<file path="src/rtl/i2s_frame_tx.sv">
// i2s_frame_tx: I2S serializer with a small stereo-frame FIFO.
//
// Parallel stereo frames enter through a valid/ready handshake and are
// buffered in a FIFO. The system clock is divided down to the I2S bit clock.
// Each frame is shifted out MSB-first in standard I2S format, with the MSB
// one bit clock after each LR edge.
//
// Ports:
//   clk         system clock (single clock domain)
//   rst         asynchronous active-high reset
//   in_valid    in_left/in_right hold a frame
//   in_ready    FIFO can accept a frame (registered, depends only on the level)
//   in_left     left sample, two's complement
//   in_right    right sample, two's complement
//   bclk        I2S bit clock, period 2*BCLK_DIV clk cycles
//   lrclk       I2S word select, 0 = left, 1 = right
//   sdata       I2S serial data, changes on the bclk falling edge
//   underrun    one-clk pulse when a frame boundary finds the FIFO empty
//   fifo_level  number of frames currently stored
module i2s_frame_tx #(
  parameter int SAMPLE_W   = 16,
  parameter int BCLK_DIV   = 4,
  parameter int FIFO_DEPTH = 4
) (
  input  logic                              clk,
  input  logic                              rst,
  input  logic                              in_valid,
  output logic                              in_ready,
  input  logic [SAMPLE_W-1:0]               in_left,
  input  logic [SAMPLE_W-1:0]               in_right,
  output logic                              bclk,
  output logic                              lrclk,
  output logic                              sdata,
  output logic                              underrun,
  output logic [$clog2(FIFO_DEPTH+1)-1:0]   fifo_level
);

  localparam int FRAME_W = 2 * SAMPLE_W;
  localparam int CNT_W   = (BCLK_DIV > 1) ? $clog2(BCLK_DIV) : 1;
  localparam int SLOT_W  = (FRAME_W > 1) ? $clog2(FRAME_W) : 1;
  localparam int PTR_W   = $clog2(FIFO_DEPTH);
  localparam int LVL_W   = $clog2(FIFO_DEPTH + 1);

  localparam logic [CNT_W-1:0]  CNT_LAST  = CNT_W'(BCLK_DIV - 1);
  localparam logic [SLOT_W-1:0] SLOT_LAST = SLOT_W'(FRAME_W - 1);
  localparam logic [SLOT_W-1:0] LR_FIRST  = SLOT_W'(SAMPLE_W - 1);
  localparam logic [SLOT_W-1:0] LR_LAST   = SLOT_W'(FRAME_W - 2);
  localparam logic [LVL_W-1:0]  LVL_FULL  = LVL_W'(FIFO_DEPTH);

  // Word select is raised one slot before the right MSB and dropped one slot
  // before the left MSB, which is what gives the I2S one-bit delay.
  function automatic logic slot_is_right(input logic [SLOT_W-1:0] slot);
    return (slot >= LR_FIRST) && (slot <= LR_LAST);
  endfunction

  // Registered state and next-state values
  logic [CNT_W-1:0]   cnt_q,      cnt_d;
  logic               bclk_q,     bclk_d;
  logic [SLOT_W-1:0]  slot_q,     slot_d;
  logic [FRAME_W-1:0] shift_q,    shift_d;
  logic               sdata_q,    sdata_d;
  logic               lrclk_q,    lrclk_d;
  logic               underrun_q, underrun_d;
  logic [LVL_W-1:0]   level_q,    level_d;
  logic               in_ready_q, in_ready_d;
  logic [PTR_W-1:0]   wr_ptr_q,   wr_ptr_d;
  logic [PTR_W-1:0]   rd_ptr_q,   rd_ptr_d;
  logic [FRAME_W-1:0] mem_q [FIFO_DEPTH];

  // Decoded events
  logic               tick_s;
  logic               fall_s;
  logic               wrap_s;
  logic               empty_s;
  logic               push_s;
  logic               pop_s;
  logic [SLOT_W-1:0]  slot_inc_s;
  logic [FRAME_W-1:0] head_s;

  // Next-state logic for the divider, slot counter, shifter and FIFO control
  always_comb begin
    tick_s  = (cnt_q == CNT_LAST);
    fall_s  = tick_s && bclk_q;
    wrap_s  = fall_s && (slot_q == SLOT_LAST);
    // The empty check uses the registered level, so a push on the load clk
    // cannot rescue that load.
    empty_s = (level_q == '0);
    push_s  = in_valid && in_ready_q;
    pop_s   = wrap_s && !empty_s;
    head_s  = mem_q[rd_ptr_q];

    if (tick_s) begin
      cnt_d  = '0;
      bclk_d = ~bclk_q;
    end else begin
      cnt_d  = cnt_q + CNT_W'(1);
      bclk_d = bclk_q;
    end

    if (slot_q == SLOT_LAST) begin
      slot_inc_s = '0;
    end else begin
      slot_inc_s = slot_q + SLOT_W'(1);
    end

    // sdata/lrclk move on the same clk edge as the bclk fall so they are
    // stable for half a bit period before the receiver samples on the rise.
    underrun_d = 1'b0;
    if (fall_s) begin
      slot_d  = slot_inc_s;
      lrclk_d = slot_is_right(slot_inc_s);
      if (wrap_s) begin
        if (empty_s) begin
          shift_d    = '0;
          sdata_d    = 1'b0;
          underrun_d = 1'b1;
        end else begin
          shift_d    = head_s;
          sdata_d    = head_s[FRAME_W-1];
          underrun_d = 1'b0;
        end
      end else begin
        shift_d = {shift_q[FRAME_W-2:0], 1'b0};
        sdata_d = shift_q[FRAME_W-2];
      end
    end else begin
      slot_d  = slot_q;
      lrclk_d = lrclk_q;
      shift_d = shift_q;
      sdata_d = sdata_q;
    end

    case ({push_s, pop_s})
      2'b10:   level_d = level_q + LVL_W'(1);
      2'b01:   level_d = level_q - LVL_W'(1);
      default: level_d = level_q;
    endcase
    in_ready_d = (level_d < LVL_FULL);

    // Depth is a power of two, so pointers wrap naturally.
    if (push_s) begin
      wr_ptr_d = wr_ptr_q + PTR_W'(1);
    end else begin
      wr_ptr_d = wr_ptr_q;
    end
    if (pop_s) begin
      rd_ptr_d = rd_ptr_q + PTR_W'(1);
    end else begin
      rd_ptr_d = rd_ptr_q;
    end
  end

  // State registers with asynchronous reset
  always_ff @(posedge clk or posedge rst) begin
    if (rst) begin
      cnt_q      <= '0;
      bclk_q     <= 1'b0;
      slot_q     <= SLOT_LAST;
      shift_q    <= '0;
      sdata_q    <= 1'b0;
      lrclk_q    <= 1'b0;
      underrun_q <= 1'b0;
      level_q    <= '0;
      in_ready_q <= 1'b1;
      wr_ptr_q   <= '0;
      rd_ptr_q   <= '0;
    end else begin
      cnt_q      <= cnt_d;
      bclk_q     <= bclk_d;
      slot_q     <= slot_d;
      shift_q    <= shift_d;
      sdata_q    <= sdata_d;
      lrclk_q    <= lrclk_d;
      underrun_q <= underrun_d;
      level_q    <= level_d;
      in_ready_q <= in_ready_d;
      wr_ptr_q   <= wr_ptr_d;
      rd_ptr_q   <= rd_ptr_d;
    end
  end

  // FIFO storage; contents are only meaningful between the pointers
  always_ff @(posedge clk) begin
    if (push_s) begin
      mem_q[wr_ptr_q] <= {in_left, in_right};
    end
  end

  assign bclk       = bclk_q;
  assign lrclk      = lrclk_q;
  assign sdata      = sdata_q;
  assign underrun   = underrun_q;
  assign fifo_level = level_q;
  assign in_ready   = in_ready_q;

endmodule

</file>
<file path="config.mk">
export PLATFORM = sky130hd
export DESIGN_NAME = i2s_frame_tx
export DESIGN_NICKNAME = d
export VERILOG_FILES = /design/src/rtl/i2s_frame_tx.sv
export SDC_FILE = /design/constraint.sdc
export NUM_CORES = 1
export LEC_CHECK = 0
export CORE_ASPECT_RATIO = 0.75
export CORE_MARGIN = 3
export CORE_UTILIZATION = 50
export DETAILED_ROUTE_END_ITERATION = 16
export PLACE_DENSITY = 0.69
export SYNTH_ARGS = -nofsm -noshare
export SYNTH_HDL_FRONTEND = slang
export SYNTH_SLANG_ARGS = --single-unit
</file>
<file path="constraint.sdc">
create_clock -name clk -period 3.6 [get_ports clk]
set_input_delay 0.36 -clock clk [delete_from_list [all_inputs] [get_ports clk]]
set_output_delay 0.36 -clock clk [all_outputs]
set_load 0.05 [all_outputs]
</file>
* Word level (Yosys, flattened, before mapping)
Memories as Yosys holds them, arrays and structs flattened.
Index checks and enable logic that the tools add are counted.
** Cells by class
- Magnitude comparators :: 3
- Bitwise gates (word level) :: 1
- Add/sub/neg operators :: 6
- Equal/unequal tests :: 4
- Reductions and logical operators :: 7
- Mux-type cells :: 12
** Operator list (number)
- 31-bit 2-to-1 mux :: 2
- 1-bit 2-to-1 mux :: 7
- 2-bit by 1-bit adder with 2-bit output (second input constant) :: 3
- 3-bit one-hot mux with 2 select lines :: 1
- 5-bit by 1-bit adder with 5-bit output (second input constant) :: 1
- 5-bit equality test (second input constant) :: 1
- 5-bit by 4-bit >= comparator with 1-bit output (second input constant) :: 1
- 5-bit less-or-equal comparator (second input constant) :: 1
- 1-bit logical AND :: 5
- 5-bit 2-to-1 mux :: 1
- 2-bit equality test (second input constant) :: 2
- 3-bit by 1-bit adder with 3-bit output (second input constant) :: 1
- 3-bit logical NOT :: 1
- 3-bit less-than comparator (second input constant) :: 1
- 3-bit by 1-bit subtractor with 3-bit output (second input constant) :: 1
- 2-bit by 1-bit equality test with 1-bit output (second input constant) :: 1
- 2-bit 2-to-1 mux :: 1
- 1-bit logical NOT :: 1
- 1-bit inverter :: 1
** Word-level totals
- Flip-flop bits (word level) :: 50
- Input port bits :: 35
- Memories :: 1
- Bits in writable memories :: 128
- Output and inout port bits :: 8
** Memory list
- mem_q :: depth 4, bits a word 32, read ports 1, clocked after Yosys merged registers in 0, write ports 1, line 68 : logic [FRAME_W-1:0] mem_q [FIFO_DEPTH];

* Logic depth before layout (Yosys ltp)
Gate-level depths: netlist (run 1).
- Depth in word-level cells :: 7
- Gate-level depth with buffers :: 11
- Depth with buffers taken out :: 10

* Worst setup path before layout (run 1)
OpenSTA, ideal clock, no wires.
- Kind :: reg2reg
- Start :: register slot_q[0]
- End :: register level_q[1] (netlist: fifo_level[1])
- Path buffers :: 1
- Stages on the path, launching flop included :: 10
- Data arrival time :: 2.460 ns
- Required time :: 3.475 ns
- Slack :: 1.015 ns
- Path through :: dfstp_2 ha_1 and3_1 ha_1 and3_1 clkbuf_1 and2_1 ha_1 fa_1 mux2_2
** On the way
- Word-level cells in the longest chain between the ends :: 5
- Elaborated cells on any way between the ends :: 6
- Classes of those cells :: 3 x eq/ne; 1 x mux; 2 x reduce/logical
** RTL lines
- start: declaration :: line 59 : logic [SLOT_W-1:0] slot_q, slot_d;
- start signal: assignment :: line 170 : slot_q <= slot_d;
- 5-bit equality test * :: line 84 : wrap_s = fall_s && (slot_q == SLOT_LAST);
- 1-bit logical AND * :: line 84
- 1-bit logical AND * :: line 89 : pop_s = wrap_s && !empty_s;
- net pop_s :: line 76 : logic pop_s;
- 2-bit by 1-bit equality test with 1-bit output / 2-bit equality test (equally long branches) :: line 133 : case ({push_s, pop_s})
- 3-bit one-hot mux with 2 select lines * :: line 133
- end signal: assignment :: line 175 : level_q <= level_d;
- end: declaration :: line 64 : logic [LVL_W-1:0] level_q, level_d;
The timed path passes the listed nets; every way through them passes the cells marked *.
A chain may end at the register's enable or synchronous reset.

* Worst setup path in the final report (run 1)
Same ends and word-level chain as after synthesis.

==> results.ini, run 1 <==
[clock_tree]
cts_num_sinks=178
cts-buffers-inserted=17
cts_setup_buffers=0
clock_transition_time_at_the_flip_flop_clock_pins_of_the_worst_setup_and_hold_paths_ns=0.07
ctsLongestPathBuffers=2
holdBufCountCts=0
cts_root_buffer=clkbuf_16
htree_levels=4
postCtsResizedCells=0
clock_latency_ns=0.42
clock_tree_from_tritoncts=done

[synthesis]
synth.top_cells.by_area=edfxtp_1 (55%), dfrtp_1 (16%), mux4_2 (9.0%)
post_synth_inst_count=391
synth_top_area_share_pct=55.0
synth_warnings=0
yosys_register_bits=178
synthDominantAreaCellType=edfxtp_1
synth.avg_cell_area_um2=17.9
syn_nets=435
synth_sequential_area_ratio_pct=73.0
syn-cell-area_mm2=0.00699
synth.lib_cells_used.distinct=32

[hold_path]
worst_hold_path.endpoint=cnt_q[0]$_DFF_PP0_
worstHoldPathCells=1
min_from=cnt_q[0]$_DFF_PP0_
worst_hold_path_type=reg2reg

[route]
wirelength_um=12100
routedWlPerCell_um=19.6
first_pass_iters=4
via_per_inst=5.73
drc=0
antenna_violating_nets_post_route=0
first_iteration_detailed_routing_drc_count=236
route.vias.total=3548

[worst_setup_path]
timing.rr.start=slot_q[0]$_DFFE_PP1P_
classification_of_the_worst_setup_path=reg2reg
worst_r2r_endpoint=fifo_level[1]$_DFFE_PP0N_
cp-end-kind=flop
data_arrival_at_the_endpoint_of_the_critical_path_ns=2.94
reg2reg_slack_ns=0.96
ff_to_ff_path_depth=8
critPathRequiredTime_ns=3.90
crit_path_max_fanout=6
start_kind=flop

[timing]
max-slew-margin-rel_pct=29.2
max_clock_freq_ghz=0.379
report.final.hold_viol_count=0
fin_ws_ns=0.964
worstMarginPinSlew_ns=1.06
unrepaired_setup_endpoints_after_global_routing=no
setup_viol=0
finalMaxSlewViolations=0
timing.final.crit_period_ns=2.64
finalSetupTns_ns=0
share_of_the_clock_period_used_by_the_worst_path_pct=73.2
fin_worst_skew_ns=0.0105

[pwr]
static-leakage-power_nw=2.83
power_density_mw_per_mm2=601
sw_frac_of_total_pct=26.0
max-vdd-ir-drop_uv=358
power.internal_mw=3.60
power.sequential.fraction_pct=52.6
net-switching-power_mw=1.26
power.share.combinational_pct=12.0
power.clock.fraction_pct=35.5

[final_layout]
layout_common_cells=edfxtp_1 (128), dfrtp_1 (42), clkdlybuf4s50_1 (42), nor2_1 (35)
final_util_pct=60.8
multi_input_area_mm2=0.00170
area_growth_syn_to_layout_pct=15.9
fill_cells=983
register_area_mm2=0.00510
layout-drive-gt1-share_pct=18.1
antenna_cells=0
nNetsFinal=479
layout.cells.most_common=edfxtp_1

[global_routing]
first_global_vias=3560
pin_count_of_the_biggest_net_entering_global_routing=51
grt.overflow.total=0
number_of_antenna_violations_at_the_first_check_in_global_routing=0
grt_usage_pct=16.7
grt_pass1_wl_um=19100

[placed_design]
detailedPlace.worstSlack_ns=0.985
routabilityCongestion=0.708
placement.io_buffers=42
dp_hpwl_um=6810

[run]
max_cap_violations=0

[die]
floorplan.die_area_mm2=0.0154
die_w_um=142
rows=36
top_level_ports=43
placeableCoreArea_mm2=0.0133
start_util_pct=52.4
die_h_um=108

[status]
outcome=finished clean

through the flow:
| stage | total power, mW | area, um2 | hold WS [ns] | instances |
|---|---|---|---|---|
| after floorplan | 2.95 | 6990 | 0.410 | 391 |
| final | 4.86 | 8100 | 0.445 | 619 |
| after CTS | 4.93 | 8100 | 0.448 | 619 |
| after detailed placement | 3.20 | 7540 | 0.439 | 587 |
| after global routing | 5.07 | 8100 | 0.475 | 619 |
| after global placement | 3.17 | 7540 | 0.419 | 587 |
cell families after synthesis:
logic type	Yosys count	synth area share [%]
compound gates	72	6.95
mux	34	10.9
buf+inv	30	2.60
xor+xnor	9	1.13
fa+ha+maj	9	1.72
simple gates	59	3.72
flops	178	73.0
critical path, stage by stage (launching register included):
cell and delay (ns):
dfstp_2 0.58, ha_1 0.24, and3_1 0.18, ha_1 0.22, and3_1 0.19, and2_1 0.19
ha_1 0.22, fa_1 0.42, mux2_2 0.28
sequential cells by signal, summed over array words and instances (netlist names), 2 cells and up, named ones only:
signal / flops
rd_ptr_q: 2
wr_ptr_q: 2
mem_q: 128
shift_q: 31
cnt_q: 2
slot_q: 5
fifo_level: 2
final cells by class:
type | count | area share, %
clock buffer | 17 | 5.25
clock inverter | 15 | 1.68
inverter | 4 | 0.185
multi-input combinational | 183 | 21.0
sequential | 178 | 63.0
tap | 171 | 2.64
timing repair buffer | 51 | 6.18
layer usage:
metal / routed length (um) / track usage (%)
met5: 0 / 0
met4: 72 / 6.78
met3: 740 / 3.67
met2: 5810 / 25.6
met1: 5490 / 23.5
synth_stat cells, drive strengths merged:
cell type and number:
a22o 1, nand2b 1, nand3 2, dfstp 6, o21ai 6, nand2 9, nand4bb 1, xnor2 6
a31oi 2, dfrtp 44, ha 8, a21oi 31, o31ai 1, and2 2, edfxtp 128, a32oi 31
clkbuf 11, xor2 3, nor3 1, or3 2, clkinv 1, buf 15, nor2 35, inv 3
and3 6, mux4 32, mux2 2, fa 1
worst max path at each step:
stage / start / cells past startpoint / endpoint
final: slot_q[0]$_DFFE_PP1P_ / 8 / fifo_level[1]$_DFFE_PP0N_
after global routing: slot_q[0]$_DFFE_PP1P_ / 8 / fifo_level[1]$_DFFE_PP0N_
after CTS: slot_q[0]$_DFFE_PP1P_ / 8 / fifo_level[1]$_DFFE_PP0N_
after detailed placement: slot_q[0]$_DFFE_PP1P_ / 8 / fifo_level[1]$_DFFE_PP0N_
after global placement: slot_q[0]$_DFFE_PP1P_ / 10 / flop
after floorplan: slot_q[0]$_DFFE_PP1P_ / 9 / fifo_level[1]$_DFFE_PP0N_
power groups by stage:
stage	registers, mW	logic (mW)	clock network, mW
2_1_floorplan	2.67	0.280	0
3_3_place_gp	2.59	0.582	0
3_5_place_dp	2.60	0.592	0
4_1_cts	2.56	0.594	1.78
5_1_grt	2.58	0.630	1.86
6_report	2.56	0.582	1.73
Note: power is estimated with default switching activity, not from simulation.
==> run 2: changes to the inputs <==
- PLACE_DENSITY: 0.69 -> 0.72
- clock period: 3.6 -> 2.23 ns (I/O delays scaled with it)
==> results.ini, run 2 (synthesis gave the netlist of run 1 again) <==
[global_routing]
grt_use_met3_pct=5.04  ; was 3.67%
pin_count_of_the_biggest_net_entering_global_routing=38  ; was 51
first_global_vias=3832  ; was 3,560
groute.layer.met1.usage_pct=25.6  ; was 23.5%
groute.layer.met2.usage_pct=27.8  ; was 25.6%
grt.busiest_layer=met2  ; unchanged
number_of_antenna_violations_at_the_first_check_in_global_routing=0  ; unchanged
grt_pass1_wl_um=20900  ; was 19,100 um
grt.overflow.total=0  ; unchanged
grt_usage_pct=18.0  ; was 16.7%

[timing]
unrepaired_setup_endpoints_after_global_routing=yes  ; was no
max-slew-margin-rel_pct=66.5  ; was 29.2%
share_of_the_clock_period_used_by_the_worst_path_pct=100  ; was 73.2%
worstMarginPinSlew_ns=0.501  ; was 1.06 ns
finalSetupTns_ns=-0.00759  ; was 0 ns
report.final.hold_viol_count=0  ; unchanged
finalMaxSlewViolations=0  ; unchanged
fin_worst_skew_ns=0.0131  ; was 0.0105 ns
timing.final.crit_period_ns=2.24  ; was 2.64 ns
max_clock_freq_ghz=0.447  ; was 0.379 GHz
setup_viol=1  ; was 0
fin_ws_ns=-0.00759  ; was 0.964 ns

[die]
rows=36  ; unchanged
top_level_ports=43  ; unchanged
placeableCoreArea_mm2=0.0133  ; unchanged
die_w_um=142  ; unchanged
floorplan.die_area_mm2=0.0154  ; unchanged
start_util_pct=52.4  ; unchanged
die_h_um=108  ; unchanged

[hold_path]
worst_hold_path_type=in2async  ; was reg2reg

[status]
outcome=finished, violations left  ; was finished clean
violated_checks=negative setup slack

[clock_tree]
cts-buffers-inserted=17  ; unchanged
htree_levels=4  ; unchanged
cts_num_sinks=178  ; unchanged
clock_latency_ns=0.43  ; was 0.42 ns
clock_tree_from_tritoncts=done  ; unchanged
holdBufCountCts=0  ; unchanged
ctsLongestPathBuffers=2  ; unchanged
clock_transition_time_at_the_flip_flop_clock_pins_of_the_worst_setup_and_hold_paths_ns=0.07  ; about the same
cts_root_buffer=clkbuf_16  ; unchanged

[placed_design]
placement.io_buffers=42  ; unchanged
routabilityCongestion=0.750  ; was 0.708
dp_hpwl_um=7440  ; was 6810 um

[pwr]
static-leakage-power_nw=2.92  ; was 2.83 nW
power_density_mw_per_mm2=950  ; was 601 mW/mm2
max-vdd-ir-drop_uv=551  ; was 358 uV
report.power.total_mw=7.93  ; was 4.86 mW

[final_layout]
largest_registers=mem_q (128), shift_q (31), slot_q (5)  ; unchanged
fill_cells=948  ; was 983
register_name_with_the_most_flops=mem_q  ; unchanged
layout.cells.most_common=edfxtp_1  ; unchanged
antenna_cells=0  ; unchanged
layout_common_cells=edfxtp_1 (128), dfrtp_1 (42), clkdlybuf4s50_1 (42), nor2_1 (34)  ; was edfxtp_1 (128), dfrtp_1 (42), clkdlybuf4s50_1 (42), nor2_1 (35)
largest_register_ff_count=128  ; unchanged
nNetsFinal=497  ; was 479
layout-drive-gt1-share_pct=22.7  ; was 18.1%
area_growth_syn_to_layout_pct=19.6  ; was 15.9%

[route]
antenna_violating_nets_post_route=0  ; unchanged
first_pass_iters=5  ; was 4
via_per_inst=5.78  ; was 5.73
route.vias.total=3681  ; was 3,548
first_iteration_detailed_routing_drc_count=304  ; was 236
drc=0  ; unchanged
wirelength_um=12600  ; was 12,100 um
routedWlPerCell_um=19.8  ; was 19.6 um

[worst_setup_path]
cp_num_buf_inv=0  ; unchanged
critical_path.cell_chain=ha_4, and3_4, ha_4, and3_4, and2_4, ha_4, fa_2, mux2_4  ; was ha_1, and3_1, ha_1, and3_1, and2_1, ha_1, fa_1, mux2_2
data_arrival_at_the_endpoint_of_the_critical_path_ns=2.55  ; was 2.94 ns
cell_repeated_most_along_the_worst_path=ha_4  ; was ha_1
cp-end-kind=flop  ; unchanged
maximum_single_stage_delay_on_the_critical_path_ns=0.55  ; was 0.58 ns
crit_path_max_fanout=2  ; was 6
timing.critical_path.slowest_stage_cell=dfstp_2  ; unchanged
critPathRequiredTime_ns=2.54  ; was 3.90 ns
classification_of_the_worst_setup_path=reg2reg  ; unchanged
path_delay_family=adder cells  ; unchanged
start_kind=flop  ; unchanged

[run]
max_cap_violations=0  ; unchanged

## run 2: final cells by class
| type | count | area, um2 | share of cell area (%) |
|---|---|---|---|
| clock inverter | 15 | 125 | 1.50 |
| inverter | 4 | 15.0 | 0.180 |
| multi-input combinational | 183 | 1770 | 21.2 |
| clock buffer | 17 | 425 | 5.09 |
| tap | 171 | 214 | 2.56 |
| sequential | 178 | 5100 | 61.1 |
| timing repair buffer | 69 | 698 | 8.36 |
## run 2: final timing paths
check | start | end | slack (ns) | cells past startpoint
min in group clk | in_right[10] | mem_q[2][10]$_DFFE_PP_ | 0.43 | 1
max | slot_q[0]$_DFFE_PP1P_ | fifo_level[1]$_DFFE_PP0N_ | -0.008 | 8
max reg2reg | slot_q[0]$_DFFE_PP1P_ | fifo_level[1]$_DFFE_PP0N_ | -0.008 | 8
max in group asynchronous | rst | rd_ptr_q[0]$_DFFE_PP0P_ | 1.53 | 3
min reg2reg | cnt_q[0]$_DFF_PP0_ | cnt_q[0]$_DFF_PP0_ | 0.43 | 1
min | rst | fifo_level[1]$_DFFE_PP0N_ | 0.10 | 2
## run 2: repair_timing
item / CTS / global route
gates cloned: 0 / 0
pin swaps: 4 / 0
endpoints found under the setup margin: 3 / 3
buffers inserted: 2 / 1
gates resized for setup: 3 / 2
## run 2: through the flow
step / util [%] / hold slack [ns] / setup slack (ns) / cell area (um2) / instances
floorplan: - / 0.322 / -0.124 / 7030 / 391
global placement: 58.2 / 0.416 / -0.00613 / 7760 / 602
detailed placement: 58.2 / 0.429 / -0.136 / 7760 / 602
CTS: 62.5 / 0.106 / 0.000807 / 8330 / 636
global route: 62.7 / 0.124 / -0.0747 / 8350 / 637
finish: 62.7 / 0.103 / -0.00759 / 8350 / 637
## run 2: power by group
| group | switching, mW | internal [mW] | leakage (nW) |
|---|---|---|---|
| Combinational | 0.650 | 0.404 | 0.844 |
| Clock | 1.31 | 1.46 | 0.255 |
| Sequential | 0.119 | 4.00 | 1.82 |
| Total | 2.08 | 5.86 | 2.92 |
## run 2: per-layer routing
metal / share of wire (%) / wire length, um
met5: 0 / 0
met2: 48 / 6090
met4: 0.66 / 83
met1: 45 / 5670
met3: 6.0 / 762
## run 2: worst reg2reg max path: stages (launching register included)
cell and delay [ns]:
dfstp_2 0.55, ha_4 0.13, and3_4 0.18, ha_4 0.12, and3_4 0.17, and2_4 0.15, ha_4 0.13, fa_2 0.42
mux2_4 0.27
==> run 3: changes to the inputs <==
- CORE_UTILIZATION: 50 -> 35
- PLACE_DENSITY: 0.72 -> default
==> results.ini, run 3 (synthesis gave the netlist of run 1 again) <==
[final_layout]
nNetsFinal=499  ; was 497
register_name_with_the_most_flops=mem_q  ; unchanged
layout_common_cells=edfxtp_1 (128), dfrtp_1 (42), clkdlybuf4s50_1 (42), nor2_1 (34)  ; unchanged
layout-drive-gt1-share_pct=23.5  ; was 22.7%
layout.cells.most_common=edfxtp_1  ; unchanged
final-instance-count-excl-fill=721  ; was 637
area_growth_syn_to_layout_pct=22.1  ; was 19.6%
final_util_pct=43.8  ; was 62.7%
register_area_mm2=0.00510  ; unchanged
largest_registers=mem_q (128), shift_q (31), slot_q (5)  ; unchanged
largest_register_ff_count=128  ; unchanged
multi_input_area_mm2=0.00177  ; about the same
antenna_cells=0  ; unchanged
fill_cells=1732  ; was 948

[timing]
setup_viol=1  ; unchanged
max-slew-margin-rel_pct=65.4  ; was 66.5%
finalSetupTns_ns=-0.0224  ; was -0.00759 ns
finalMaxSlewViolations=0  ; unchanged
fin_worst_skew_ns=0.0111  ; was 0.0131 ns
report.final.hold_viol_count=0  ; unchanged
worstMarginPinSlew_ns=0.517  ; was 0.501 ns
max_clock_freq_ghz=0.444  ; was 0.447 GHz
timing.final.crit_period_ns=2.25  ; was 2.24 ns
unrepaired_setup_endpoints_after_global_routing=yes  ; unchanged
fin_ws_ns=-0.0224  ; was -0.00759 ns
share_of_the_clock_period_used_by_the_worst_path_pct=101  ; was 100%

[worst_setup_path]
maximum_single_stage_delay_on_the_critical_path_ns=0.56  ; was 0.55 ns
critical_path.cell_chain=ha_4, and3_4, ha_4, and3_4, and2_4, ha_4, fa_2, mux2_2  ; was ha_4, and3_4, ha_4, and3_4, and2_4, ha_4, fa_2, mux2_4
timing.critical_path.slowest_stage_cell=dfstp_2  ; unchanged
crit_path_max_fanout=2  ; unchanged
cell_repeated_most_along_the_worst_path=ha_4  ; unchanged
start_kind=flop  ; unchanged
data_arrival_at_the_endpoint_of_the_critical_path_ns=2.57  ; was 2.55 ns
critPathRequiredTime_ns=2.55  ; was 2.54 ns
cp-end-kind=flop  ; unchanged
classification_of_the_worst_setup_path=reg2reg  ; unchanged

[clock_tree]
htree_levels=4  ; unchanged
clock_tree_from_tritoncts=done  ; unchanged
cts-buffers-inserted=17  ; unchanged
cts_num_sinks=178  ; unchanged
cts_root_buffer=clkbuf_16  ; unchanged
ctsLongestPathBuffers=2  ; unchanged
clock_latency_ns=0.43  ; about the same
clock_transition_time_at_the_flip_flop_clock_pins_of_the_worst_setup_and_hold_paths_ns=0.07  ; about the same

[die]
floorplan.die_area_mm2=0.0217  ; was 0.0154 mm2
die_w_um=169  ; was 142 um
placeableCoreArea_mm2=0.0195  ; was 0.0133 mm2
rows=44  ; was 36
die_h_um=128  ; was 108 um
top_level_ports=43  ; unchanged
start_util_pct=35.9  ; was 52.4%

[placed_design]
dp_hpwl_um=7980  ; was 7440 um
placed_cells_incl_taps=685  ; was 602
routabilityCongestion=0.716  ; was 0.750
placement.io_buffers=42  ; unchanged

[global_routing]
grt_usage_pct=13.3  ; was 18.0%
number_of_antenna_violations_at_the_first_check_in_global_routing=0  ; unchanged
grt.overflow.total=0  ; unchanged
grt_pass1_wl_um=21900  ; was 20,900 um
first_global_vias=3888  ; was 3,832
pin_count_of_the_biggest_net_entering_global_routing=67  ; was 38

[route]
routedWlPerCell_um=18.5  ; was 19.8 um
first_iteration_detailed_routing_drc_count=239  ; was 304
via_per_inst=5.13  ; was 5.78
wirelength_um=13400  ; was 12,600 um
antenna_violating_nets_post_route=0  ; unchanged
route.vias.total=3697  ; was 3,681
drc=0  ; unchanged
first_pass_iters=4  ; was 5

[pwr]
static-leakage-power_nw=2.96  ; was 2.92 nW
report.power.total_mw=8.18  ; was 7.93 mW
power_density_mw_per_mm2=959  ; was 950 mW/mm2
max-vdd-ir-drop_uv=446  ; was 551 uV

[run]
max_cap_violations=0  ; unchanged

[hold_path]
worst_hold_path_type=in2async  ; unchanged

[status]
outcome=finished, violations left  ; unchanged
violated_checks=negative setup slack  ; unchanged

==> run 3: cell type report <==
class | instances | share of cell area (%)
Tap cell | 253 | 3.71
Clock buffer | 17 | 4.99
Multi-Input combinational cell | 183 | 20.7
Sequential cell | 178 | 59.8
Clock inverter | 15 | 2.07
Timing Repair Buffer | 71 | 8.51
Inverter | 4 | 0.176
==> run 3: stage by stage <==
step / instance area (um2) / worst slack (ns) / hold WS [ns]
floorplan: 7030 / -0.124 / 0.322
global placement: 7880 / -0.000671 / 0.417
detailed placement: 7880 / -0.0745 / 0.431
CTS: 8510 / -0.0292 / 0.108
global route: 8530 / -0.0709 / 0.157
finish: 8530 / -0.0224 / 0.112
==> run 3: where the power goes <==
group / internal (mW) / total (mW) / switching [mW] / leakage, nW
Combinational: 0.417 / 1.08 / 0.666 / 0.849
Clock: 1.69 / 2.99 / 1.30 / 0.286
Sequential: 4.00 / 4.11 / 0.111 / 1.82
Total: 6.10 / 8.18 / 2.08 / 2.96
==> run 3: per-layer routing <==
| metal | vias to the layer above | routed length (um) | global-route usage, % |
|---|---|---|---|
| met5 | - | 0 | 0 |
| met4 | 0 | 178 | 4.90 |
| met3 | 17 | 599 | 2.61 |
| met2 | 69 | 6380 | 20.7 |
| met1 | 1920 | 6200 | 18.7 |
| li1 | 1691 | - | - |
==> run 3: worst max-delay path: cells and delay by family, from the launching register on <==
family        cells  cell delay [ns]
fa+ha+maj         4             0.81
flops             1             0.56
mux               1             0.27
simple gates      3             0.51
==> run 3: path summary, 6_finish.rpt <==
check	from	to	slack (ns)	depth (start not counted)
worst max-delay path	slot_q[1]$_DFFE_PP1P_	fifo_level[1]$_DFFE_PP0N_	-0.02	8
worst min-delay path	rst	bclk$_DFFE_PP0N_	0.11	2
worst max register to register	slot_q[1]$_DFFE_PP1P_	fifo_level[1]$_DFFE_PP0N_	-0.02	8
worst min register to register	cnt_q[0]$_DFF_PP0_	cnt_q[0]$_DFF_PP0_	0.44	1
max in group asynchronous	rst	rd_ptr_q[0]$_DFFE_PP0P_	1.54	3
min in group clk	in_left[8]	mem_q[0][24]$_DFFE_PP_	0.43	1
==> run 3: timing repair <==
item / CTS / global route
gates resized for setup: 2 / 2
pin swaps: 3 / 4
hold buffers: 0 / 0
endpoints found under the setup margin: 3 / 3
buffers inserted: 2 / 2
